===== config.mk =====
export PLATFORM = sky130hd
export DESIGN_NAME = ex3_frame_packer_flat
export DESIGN_NICKNAME = d
export VERILOG_FILES = /design/src/rtl/ex3_frame_packer_if.sv /design/src/rtl/ex3_frame_packer.sv /design/src/flat_wrapper.sv
export SDC_FILE = /design/constraint.sdc
export NUM_CORES = 1
export LEC_CHECK = 0
export ABC_AREA = 1
export BUFFER_PORTS_ARGS = -buffer_cell sky130_fd_sc_hd__buf_4
export CAP_MARGIN = 40
export CORE_MARGIN = 2
export CORE_UTILIZATION = 55
export DETAILED_ROUTE_END_ITERATION = 7
export GPL_ROUTABILITY_DRIVEN = 0
export PLACE_DENSITY = 0.83
export REMOVE_ABC_BUFFERS = 1
export SLEW_MARGIN = 20
export SYNTH_ARGS = -nofsm -noshare
export SYNTH_HDL_FRONTEND = slang
export SYNTH_SLANG_ARGS = --single-unit

===== constraint.sdc =====
create_clock -name clk -period 1.84 [get_ports clk]
set_input_delay 0.092 -clock clk [delete_from_list [all_inputs] [get_ports clk]]
set_output_delay 0.092 -clock clk [all_outputs]
set_load 0.02 [all_outputs]

===== src/rtl/ex3_frame_packer_if.sv =====
// Handshake bundle between the Excess-3 converter, the frame packer and
// the downstream formatter. The master drives digits and takes frames;
// the slave (the packer) accepts digits and presents frames.
interface ex3_frame_packer_if #(
  parameter int DIGITS = 4,
  parameter int CNT_W  = 8
);
  localparam int CW = $clog2(DIGITS + 1);

  logic                  in_valid;
  logic                  in_ready;
  logic [3:0]            ex;
  logic                  error;
  logic                  flush;
  logic                  out_valid;
  logic                  out_ready;
  logic [4*DIGITS-1:0]   out_bcd;
  logic [CW-1:0]         out_count;
  logic                  out_err;
  logic [CNT_W-1:0]      err_cnt;

  modport master (
    output in_valid, ex, error, flush, out_ready,
    input  in_ready, out_valid, out_bcd, out_count, out_err, err_cnt
  );

  modport slave (
    input  in_valid, ex, error, flush, out_ready,
    output in_ready, out_valid, out_bcd, out_count, out_err, err_cnt
  );
endinterface


===== src/rtl/ex3_frame_packer.sv =====
// Excess-3 to BCD frame packer. Converts each accepted Excess-3 digit to
// BCD, shifts it into a frame (first digit ends up most significant), and
// presents full or flushed partial frames on a valid/ready handshake.
// Bad digits are stored as zero, flag the frame and bump a saturating
// lifetime counter. The interface instance must use the same DIGITS and
// CNT_W as this module.
module ex3_frame_packer #(
  parameter int DIGITS = 4,
  parameter int CNT_W  = 8
) (
  input  logic               clk,
  input  logic               rst,
  ex3_frame_packer_if.slave  bus
);
  localparam int CW = $clog2(DIGITS + 1);

  localparam logic [0:0] COLLECT = 1'b0;
  localparam logic [0:0] HOLD    = 1'b1;

  logic [0:0]          state;
  logic [CW-1:0]       cnt;
  logic [4*DIGITS-1:0] frame;
  logic                ferr;
  logic [CNT_W-1:0]    err_cnt_r;

  logic                acc;
  logic                bad;
  logic [3:0]          nib;
  logic                to_hold;
  logic                release_frame;

  // {bad, nibble}: a bad digit (upstream error or code outside 3..12) maps to 0
  function automatic logic [4:0] ex3_to_bcd(input logic [3:0] code, input logic err);
    if (err || (code < 4'd3) || (code > 4'd12))
      return {1'b1, 4'h0};
    else
      return {1'b0, code - 4'd3};
  endfunction

  // Lifetime counter increment that sticks at all-ones instead of wrapping
  function automatic logic [CNT_W-1:0] sat_inc(input logic [CNT_W-1:0] v);
    return (&v) ? v : v + CNT_W'(1);
  endfunction

  // Accept/transition decode; flush with an empty buffer and no accept is a no-op
  always_comb begin
    acc           = bus.in_valid && (state == COLLECT);
    {bad, nib}    = ex3_to_bcd(bus.ex, bus.error);
    to_hold       = (state == COLLECT) &&
                    ((acc && (cnt == CW'(DIGITS - 1))) ||
                     (bus.flush && ((cnt != '0) || acc)));
    release_frame = (state == HOLD) && bus.out_ready;
  end

  // FSM: COLLECT gathers digits, HOLD presents the frame until taken
  always_ff @(posedge clk or posedge rst) begin
    if (rst)
      state <= COLLECT;
    else if (to_hold)
      state <= HOLD;
    else if (release_frame)
      state <= COLLECT;
  end

  // Frame shift register, digit count and per-frame error flag
  always_ff @(posedge clk or posedge rst) begin
    if (rst) begin
      frame <= '0;
      cnt   <= '0;
      ferr  <= 1'b0;
    end else if (acc) begin
      frame <= {frame[4*DIGITS-5:0], nib};
      cnt   <= cnt + CW'(1);
      ferr  <= ferr | bad;
    end else if (release_frame) begin
      frame <= '0;
      cnt   <= '0;
      ferr  <= 1'b0;
    end
  end

  // Saturating lifetime bad-digit counter; only accepted digits count
  always_ff @(posedge clk or posedge rst) begin
    if (rst)
      err_cnt_r <= '0;
    else if (acc && bad)
      err_cnt_r <= sat_inc(err_cnt_r);
  end

  assign bus.in_ready  = (state == COLLECT);
  assign bus.out_valid = (state == HOLD);
  assign bus.out_bcd   = frame;
  assign bus.out_count = cnt;
  assign bus.out_err   = ferr;
  assign bus.err_cnt   = err_cnt_r;

endmodule


===== src/flat_wrapper.sv =====
// flat-port wrapper written by rule: the top's interface ports become plain ports
module ex3_frame_packer_flat 
#(
  parameter int DIGITS = 4,
  parameter int CNT_W  = 8
)
  (clk, rst, bus_in_valid, bus_ex, bus_error, bus_flush, bus_out_ready, bus_in_ready, bus_out_valid, bus_out_bcd, bus_out_count, bus_out_err, bus_err_cnt);
  ex3_frame_packer_if #(.DIGITS(DIGITS), .CNT_W(CNT_W)) bus_i ();
  input  logic clk;
  input  logic rst;
  input wire logic [$bits(bus_i.in_valid)-1:0] bus_in_valid;
  input wire logic [$bits(bus_i.ex)-1:0] bus_ex;
  input wire logic [$bits(bus_i.error)-1:0] bus_error;
  input wire logic [$bits(bus_i.flush)-1:0] bus_flush;
  input wire logic [$bits(bus_i.out_ready)-1:0] bus_out_ready;
  output wire logic [$bits(bus_i.in_ready)-1:0] bus_in_ready;
  output wire logic [$bits(bus_i.out_valid)-1:0] bus_out_valid;
  output wire logic [$bits(bus_i.out_bcd)-1:0] bus_out_bcd;
  output wire logic [$bits(bus_i.out_count)-1:0] bus_out_count;
  output wire logic [$bits(bus_i.out_err)-1:0] bus_out_err;
  output wire logic [$bits(bus_i.err_cnt)-1:0] bus_err_cnt;
  assign bus_i.in_valid = bus_in_valid;
  assign bus_i.ex = bus_ex;
  assign bus_i.error = bus_error;
  assign bus_i.flush = bus_flush;
  assign bus_i.out_ready = bus_out_ready;
  assign bus_in_ready = bus_i.in_ready;
  assign bus_out_valid = bus_i.out_valid;
  assign bus_out_bcd = bus_i.out_bcd;
  assign bus_out_count = bus_i.out_count;
  assign bus_out_err = bus_i.out_err;
  assign bus_err_cnt = bus_i.err_cnt;
  ex3_frame_packer #(.DIGITS(DIGITS), .CNT_W(CNT_W)) u_core (.clk(clk), .rst(rst), .bus(bus_i));
endmodule

==> out/qor.txt, run 1 <==
Synth unique cells - 23
Largest net degree at the start of global routing - 30
Die width - 55.3 um
Final WL - 3.15 mm
CP arrival - 1.59 ns
Worst path top cell family by delay - flip-flops
Synth-to-Final Area Change - 28.2%
Global-route wire length before repair - 5.69 mm
FF+latch count, synth - 29
WS Path Type - flop to flop
Outcome - complete, no violations
Worst-Margin Slew - 0.367 ns
Final Hold Viols - 0
GR Overflow Total - 0
Vias in the first global route - 1297
Max-slew headroom - 0.755
Ys Warns - 0
IO Pins - 40
FP Rows - 18
Pwr/cell area - 1280 nW/um^2
Sinks on Clock Net - 29
Layout cells sized above 1 - 0.314
Hold/Removal Path Class - primary input to flop
Peak Freq - 730 MHz
Drt drc - 0
Synthesized area per cell - 8.88 um^2
Final period util - 0.745
H-tree levels - 2
Clock buffer depth - 2
RSZ-0062 raised after global routing - false
Gr usage total - 0.234
FILL cells - 195
CTS tree - yes
DP Cell Count - 231
1st-pass router iterations - 5
Slowest stage delay, CP - 0.45 ns
Effective utilization at floorplan - 0.584
Diode count - 0
Vias - 1230
TritonCTS buffer count - 5
DRT iter0 DRCs - 48
Final ANT Viol Nets - 0
Slowest CP cell - dfrtp_1
Cell Count, Final, Fillers Out - 240
Worst setup SP type - flop
Fin. max-slew vios - 0
Kind of end point of the critical path - flop
Setup TNS - 0 ns
Clock slew at reported path FFs - 0.09 ns
Worst-path cell chain - ha_1 > nand3_2 > inv_2 > nand2_2 > nand3_4 > nand2_1 > o21ai_1
Buffers on Ports - 39
Max Cap Viol - 0
WL per Instance - 13.1 um
Root Buffer - clkbuf_4
Area of the core - 2480 um^2
Fin crit period - 1.37 ns
Die Y - 55.3 um
Worst skew pair latency - 0.33 ns
Worst VDD drop - 0.00125 V
Vias per cell - 5.13
Initial antenna violation count - 0
Commonest non-fill, non-tap cells in the layout - nand2_1, buf_4, dfrtp_1, inv_1, o22ai_1
Crit path max fanout - 9
Power, Total - 2380 uW
Critical path required time - 2.06 ns
Synthesized cell area - 1450 um^2
Static Leak - 0.00100 uW
DPL Wire Length - 2.26 mm
Synthesized instance count - 163
Worst path buffer plus inverter count - 1
Clock Skews - 0.0109 ns
Commonest non-fill, non-tap cell in the layout - nand2_1
Nets - 225
Die Area - 3060 um^2
Register area share after synthesis - 0.501
Count of final setup violators - 0
sequential cells by signal (all words and copies together), names as in the netlist:
register and flops:
u_core.bus.err_cnt 8, u_core.bus.out_bcd 16, u_core.bus.out_count 3, u_core.bus.out_err 1
u_core.bus.out_valid 1
report_power, final:
part / internal, uW / leakage [uW] / switching, uW / total, uW
combinational: 393 / 0.000573 / 603 / 996
sequential: 790 / 0.000391 / 144 / 935
clock: 221 / 0.0000413 / 228 / 449
worst paths after layout:
kind	startpoint	to	slack, ns	cells past startpoint
setup / recovery	u_core.bus.err_cnt[0]	u_core.bus.err_cnt[2]	0.47	7
hold / removal	bus_flush	u_core.bus.out_valid	0.03	3
setup reg to reg	u_core.bus.err_cnt[0]	u_core.bus.err_cnt[2]	0.47	7
hold reg to reg	u_core.bus.out_err	u_core.bus.out_err	0.50	2
max in group asynchronous	rst	u_core.bus.out_err	1.18	4
min in group asynchronous	rst	u_core.bus.out_bcd[5]	0.39	4
worst reg2reg max path, cell delays in order, from the launching register on:
cell	delay [ns]
dfrtp_1	0.45
ha_1	0.26
nand3_2	0.09
inv_2	0.06
nand2_2	0.10
nand3_4	0.14
nand2_1	0.10
o21ai_1	0.06
Yosys cell counts:
| cell type | count | area (um^2) |
|---|---|---|
| o22ai_1 | 11 | 68.8 |
| nand2_4 | 2 | 22.5 |
| inv_1 | 26 | 97.6 |
| nand4_1 | 2 | 12.5 |
| o21ai_0 | 8 | 40.0 |
| dfrtp_1 | 29 | 726 |
| nand3_1 | 2 | 10.0 |
| nand2_2 | 3 | 18.8 |
| nor2_2 | 3 | 18.8 |
| nor2_1 | 1 | 3.75 |
| buf_2 | 2 | 10.0 |
| o21ai_1 | 1 | 5.00 |
| nand3b_1 | 1 | 7.51 |
| nand2_1 | 49 | 184 |
| a21boi_0 | 1 | 7.51 |
| ha_1 | 6 | 75.1 |
| a21oi_1 | 1 | 5.00 |
| xnor2_1 | 3 | 26.3 |
| nand3_4 | 2 | 35.0 |
| inv_2 | 4 | 15.0 |
| nand3_2 | 3 | 30.0 |
| nor2_4 | 1 | 11.3 |
| xor2_1 | 2 | 17.5 |
cell families (layout without fill, tap and decap cells):
family                     count (synthesis)  in the layout  synth area share
AOI/OAI and AO/OA                         22             22            0.0873
xor gates and xnor gates                   5              5            0.0303
buffers and inverters                     32             79            0.0847
and+or+nand+nor                           69             69             0.245
DFF                                       29             29             0.501
adders and majority gates                  6              6            0.0519
metrics by stage:
| stage | hold WS (ns) | utilization | instance area, um^2 | worst slack, ns |
|---|---|---|---|---|
| 5_1_grt | 0.0539 | 0.749 | 1860 | 0.351 |
| 6_report | 0.0252 | 0.749 | 1860 | 0.470 |
| 2_1_floorplan | 0.170 | - | 1440 | 0.526 |
| 4_1_cts | 0.0175 | 0.749 | 1860 | 0.469 |
| 3_5_place_dp | 0.186 | 0.717 | 1780 | 0.483 |
| 3_3_place_gp | 0.179 | 0.717 | 1780 | 0.577 |
timing repair:
| action | CTS | global route |
|---|---|---|
| gates resized for setup | 0 | 0 |
| hold buffers | 1 | 0 |
| setup buffers | 0 | 0 |
| hold endpoints to repair | 29 | 0 |
layer usage:
metal  vias up  part of all wire  track usage
met4         0             0.013       0.0801
met3         4             0.053       0.0820
met1       586              0.41        0.273
li1        604                 -            -
met5         -                 0            0
met2        36              0.52        0.398
layout make-up:
cell class | instances | area [um^2] | share of cell area
Clock buffer | 7 | 65.1 | 0.0351
Clock inverter | 1 | 5.00 | 0.00270
Inverter | 30 | 113 | 0.0607
Multi-Input combinational cell | 102 | 599 | 0.323
Sequential cell | 29 | 726 | 0.391
Tap cell | 30 | 37.5 | 0.0202
Timing Repair Buffer | 41 | 310 | 0.167
Power figures use the tool's default switching activity.
==> run 2, diff against run 1 <==
--- a/config.mk
+++ b/config.mk
@@ -9,10 +9,10 @@
 export BUFFER_PORTS_ARGS = -buffer_cell sky130_fd_sc_hd__buf_4
 export CAP_MARGIN = 40
 export CORE_MARGIN = 2
-export CORE_UTILIZATION = 55
+export CORE_UTILIZATION = 46
 export DETAILED_ROUTE_END_ITERATION = 7
 export GPL_ROUTABILITY_DRIVEN = 0
-export PLACE_DENSITY = 0.83
+export PLACE_DENSITY = 0.74
 export REMOVE_ABC_BUFFERS = 1
 export SLEW_MARGIN = 20
 export SYNTH_ARGS = -nofsm -noshare
==> constraint.sdc (replaced) <==
create_clock -name clk -period 1.26 [get_ports clk]
set_input_delay 0.063 -clock clk [delete_from_list [all_inputs] [get_ports clk]]
set_output_delay 0.063 -clock clk [all_outputs]
set_load 0.02 [all_outputs]
==> run 2 against run 1 <==
Flip-flop and latch count stayed put. Die area is 18% higher. First-iteration DRC count is 25% lower. Largest cell class unchanged.
==> out/qor.txt, run 2 (synthesis gave the netlist of run 1 again) <==
Worst Setup Slack, final - 0.0312 ns
DP Cell Count - 251
Vias in the first global route - 1223
FP Rows - 20
Die Y - 60.1 um
DRT iter0 DRCs - 36
Number of flip-flops in the largest register - 16
Worst skew pair latency - 0.33 ns
Hold Path Depth - 4
Reg-to-reg slack, setup - 0.03 ns
Max Cap Viol - 0
Outcome - complete, no violations
Setup TNS - 0 ns
Static Leak - 0.00106 uW
Crit path max fanout - 6
Largest net degree at the start of global routing - 30
Place WS - -0.0183 ns
Hold wc startpoint - bus_ex[0]
Clock buffer depth - 2
Vias - 1247
R2R cell count - 8
Worst setup SP type - flop
Sinks on Clock Net - 29
Die width - 60.1 um
Power, Total - 3530 uW
Count of final setup violators - 0
Gr usage total - 0.190
Commonest non-fill, non-tap cells in the layout - buf_4, nand2_1, dfrtp_1, inv_1, o22ai_1
FILL cells - 262
Die Area - 3610 um^2
H-tree levels - 2
WS Path Type - flop to flop
Max-slew headroom - 0.758
End of the worst register-to-register path - u_core.bus.err_cnt[6]
Critical path required time - 1.53 ns
RR Startpoint - u_core.bus.err_cnt[1]
TritonCTS buffer count - 5
IO Pins - 40
Buffers on Ports - 39
Vias per cell - 4.72
Drt drc - 0
Effective utilization at floorplan - 0.478
1st-pass router iterations - 4
Final Hold Viols - 0
Area of the core - 3030 um^2
Area of the multi-input gates - 612 um^2
Global-route wire length before repair - 5.06 mm
DPL Wire Length - 2.33 mm
RSZ-0062 raised after global routing - true
Final WL - 3.04 mm
Pwr/cell area - 1800 nW/um^2
Kind of end point of the critical path - flop
Nets - 235
Synth-to-Final Area Change - 35.6%
Worst Hold End - u_core.bus.out_bcd[0]
Final period util - 0.975
Peak Freq - 814 MHz
CP arrival - 1.50 ns
Commonest non-fill, non-tap cell in the layout - buf_4
Clock Skews - 0.0102 ns
Diode count - 0
Flip-flop and latch area - 726 um^2
Hold/Removal Path Class - primary input to flop
Initial antenna violation count - 0
Fin crit period - 1.23 ns
Root Buffer - clkbuf_4
GR Overflow Total - 0
Fin. max-slew vios - 0
Worst-Margin Slew - 0.363 ns
Layout cells sized above 1 - 0.355
Final ANT Viol Nets - 0
CTS tree - yes
Clock slew at reported path FFs - 0.10 ns
WL per Instance - 11.5 um
Worst VDD drop - 0.00118 V
Cell Count, Final, Fillers Out - 264
[run 2: worst max-delay path: stages, from the launching register on]
cell and delay (ns):
dfrtp_1 0.39, ha_2 0.20, nand3_2 0.07, inv_2 0.06
nand2_4 0.09, inv_4 0.04, nor2_4 0.18, nand2_1 0.08
nand2_1 0.06
[run 2: power breakdown]
part	total [uW]	leakage (uW)	internal [uW]	switching, uW
sequential	1330	0.000391	1150	175
clock	548	0.0000310	210	338
combinational	1650	0.000639	714	940
total	3530	0.00106	2080	1450
[run 2: how the worst max path moves through the flow]
stage	end	start	slack [ns]	depth (start not counted)
CTS	u_core.bus.err_cnt[1]	u_core.bus.err_cnt[0]	0.02	8
finish	u_core.bus.err_cnt[6]	u_core.bus.err_cnt[1]	0.03	8
detailed placement	u_core.bus.err_cnt[1]	u_core.bus.err_cnt[0]	-0.02	8
global placement	u_core.bus.err_cnt[1]	u_core.bus.err_cnt[0]	0.06	8
floorplan	u_core.bus.err_cnt[2]	u_core.bus.err_cnt[0]	-0.05	7
global route	u_core.bus.err_cnt[6]	u_core.bus.err_cnt[1]	-0.08	8
[run 2: layout make-up]
class | instances | area share
Tap cell | 44 | 0.0280
Clock inverter | 3 | 0.00892
Multi-Input combinational cell | 102 | 0.312
Sequential cell | 29 | 0.370
Inverter | 30 | 0.0586
Timing Repair Buffer | 51 | 0.204
Clock buffer | 5 | 0.0191
[run 2: metal layers]
| metal | track usage | share of wire |
|---|---|---|
| met4 | 0.0571 | 0.012 |
| met5 | 0 | 0 |
| met2 | 0.362 | 0.56 |
| met1 | 0.197 | 0.39 |
| met3 | 0.0584 | 0.044 |
[run 2: through the flow]
step / util / hold slack (ns) / cell area (um^2)
after floorplan: - / 0.141 / 1440
after global placement: 0.611 / 0.153 / 1850
after detailed placement: 0.611 / 0.167 / 1850
after CTS: 0.637 / 0.0239 / 1930
after global routing: 0.648 / 0.0357 / 1960
final: 0.648 / 0.0445 / 1960
[run 2: repair_timing]
item                                    CTS  global route
hold buffers                              2             0
pin swaps                                 1             6
endpoints found under the setup margin    6             8
buffers inserted                          0             3
endpoints found under the hold margin    30             0
resized for setup                         1             4
==> run 3, diff against run 2 <==
--- a/config.mk
+++ b/config.mk
@@ -8,12 +8,12 @@
 export ABC_AREA = 1
 export BUFFER_PORTS_ARGS = -buffer_cell sky130_fd_sc_hd__buf_4
 export CAP_MARGIN = 40
+export CORE_ASPECT_RATIO = 1.5
 export CORE_MARGIN = 2
-export CORE_UTILIZATION = 46
+export CORE_UTILIZATION = 51
 export DETAILED_ROUTE_END_ITERATION = 7
 export GPL_ROUTABILITY_DRIVEN = 0
-export PLACE_DENSITY = 0.74
-export REMOVE_ABC_BUFFERS = 1
+export PLACE_DENSITY = 0.78
 export SLEW_MARGIN = 20
 export SYNTH_ARGS = -nofsm -noshare
 export SYNTH_HDL_FRONTEND = slang
==> constraint.sdc (replaced) <==
create_clock -name clk -period 1.2 [get_ports clk]
set_input_delay 0.06 -clock clk [delete_from_list [all_inputs] [get_ports clk]]
set_output_delay 0.06 -clock clk [all_outputs]
set_load 0.02 [all_outputs]
==> run 3 against run 2 <==
The run now ends with negative setup slack left. Critical endpoint is now u_core.bus.err_cnt[4]. Combinational power increased by 11%. First-iteration DRC count decreased by 31%. Clock skew decreased by 0.0064 ns. Core utilization increased by 13 points. Cell area increased by 5.8%. Largest cell class unchanged. Maximum frequency increased by 1.1%.
==> out/qor.txt, run 3 (synthesis gave the netlist of run 1 again) <==
Hold/Removal Path Class - primary input to flop
Root Buffer - clkbuf_8
Final ANT Viol Nets - 0
WS Path Type - flop to flop
FILL cells - 192
Commonest non-fill, non-tap cell in the layout - buf_4
Nets - 241
Setup TNS - -0.0177 ns
Crit path max fanout - 6
CP arrival - 1.43 ns
Final period util - 1.01
Critical path required time - 1.41 ns
Worst skew pair latency - 0.28 ns
Clock slew at reported path FFs - 0.06 ns
Hold wc startpoint - bus_flush
Die Area - 3290 um^2
FP Rows - 23
Fin crit period - 1.22 ns
Static Leak - 0.00111 uW
Gr usage total - 0.234
Max Cap Viol - 0
Max-slew headroom - 0.751
CTS tree - yes
Post-layout util - 0.776
Buffers on Ports - 39
RSZ-0062 raised after global routing - true
1st-pass router iterations - 4
IO Pins - 40
Number of flip-flops in the largest register - 16
Commonest non-fill, non-tap cells in the layout - buf_4, nand2_1, inv_1, dfrtp_1, o22ai_1
Area of the core - 2680 um^2
Worst setup SP type - flop
Worst Hold End - u_core.bus.out_valid
DRT iter0 DRCs - 25
Hold Path Depth - 3
Flip-flop and latch area - 731 um^2
Final WL - 3.54 mm
Effective utilization at floorplan - 0.541
H-tree levels - 2
Layout cells sized above 1 - 0.394
RR Startpoint - u_core.bus.err_cnt[1]
GR Overflow Total - 0
Initial antenna violation count - 0
Fin. max-slew vios - 0
WL per Instance - 13.4 um
Clock buffer depth - 2
Kind of end point of the critical path - flop
Outcome - complete, but fails checks
Pwr/cell area - 2000 nW/um^2
Diode count - 0
Vias per cell - 5.12
Synth-to-Final Area Change - 43.5%
End of the worst register-to-register path - u_core.bus.err_cnt[4]
TritonCTS buffer count - 5
Largest net degree at the start of global routing - 30
Sinks on Clock Net - 29
Vias - 1347
Drt drc - 0
Count of final setup violators - 2
Final Hold Viols - 0
Die Y - 69.3 um
Clock Skews - 0.00384 ns
Worst VDD drop - 0.00134 V
Global-route wire length before repair - 5.64 mm
Reg-to-reg slack, setup - -0.02 ns
Die width - 47.5 um
Peak Freq - 823 MHz
Syn Nets - 179
DPL Wire Length - 2.44 mm
Vias in the first global route - 1387
Failing checks - negative setup slack
Worst Setup Slack, final - -0.0157 ns
Worst-Margin Slew - 0.373 ns
R2R cell count - 8
Area of the multi-input gates - 646 um^2
## run 3: changes by cell type in the layout (fill, tap and decap cells not counted), moves of 4 or more
cell,delta
buf_4,+6
clkbuf_4,-5
dfrtp_1,-4
clkbuf_8,+7
dfrtp_2,+4
## run 3: how the worst max path moves through the flow
stage                                      from               endpoint  slack [ns]
after floorplan            u_core.bus.out_valid  u_core.bus.err_cnt[1]       0.003
after global placement    u_core.bus.err_cnt[1]  u_core.bus.err_cnt[2]        0.05
after detailed placement  u_core.bus.err_cnt[1]  u_core.bus.err_cnt[7]        0.02
after CTS                 u_core.bus.err_cnt[1]  u_core.bus.err_cnt[4]       0.005
after global routing      u_core.bus.err_cnt[4]  u_core.bus.err_cnt[0]       -0.05
final                     u_core.bus.err_cnt[1]  u_core.bus.err_cnt[4]       -0.02
## run 3: power breakdown
part           internal (uW)  leakage (uW)  switching, uW
combinational            777      0.000671           1050
sequential              1230      0.000386            216
clock                    517     0.0000542            367
total                   2520       0.00111           1640
## run 3: stage by stage
stage / hold slack, ns / cell area [um^2] / power, uW / instances / setup slack [ns]
5_1_grt: 0.0598 / 2080 / 4410 / 263 / -0.0481
2_1_floorplan: 0.138 / 1470 / 2420 / 163 / 0.00307
6_report: 0.0421 / 2080 / 4160 / 263 / -0.0157
3_5_place_dp: 0.157 / 1880 / 3200 / 246 / 0.0213
3_3_place_gp: 0.149 / 1880 / 3110 / 246 / 0.0471
4_1_cts: 0.0620 / 2030 / 4120 / 259 / 0.00532
## run 3: layout make-up
cell class | count | share of cell area
Multi-Input combinational cell | 103 | 0.311
Clock buffer | 7 | 0.0464
Sequential cell | 29 | 0.352
Clock inverter | 1 | 0.00241
Timing Repair Buffer | 56 | 0.210
Tap cell | 37 | 0.0223
Inverter | 30 | 0.0566
## run 3: what timing repair did
action | 4_1_cts | 5_1_grt
resized for setup | 2 | 6
endpoints found under the setup margin | 1 | 13
buffers inserted | 3 | 4
hold buffers | 1 | 0
pin swaps | 3 | 4
cloned | 1 | 0
hold endpoints to repair | 29 | 0
## run 3: critical path, stage by stage (launching register included)
cell,delay [ns]
dfrtp_2,0.43
ha_4,0.17
nand3_4,0.07
inv_4,0.05
nand2_4,0.09
inv_2,0.05
nor2_4,0.14
nand2_1,0.07
nand2_1,0.07
## run 3: metal layers
| metal | share of wire | GRT usage | wire length [um] |
|---|---|---|---|
| met2 | 0.55 | 0.414 | 1960 |
| met1 | 0.37 | 0.232 | 1310 |
| met4 | 0.034 | 0.111 | 119 |
| met3 | 0.042 | 0.0573 | 149 |
| met5 | 0 | 0 | 0 |
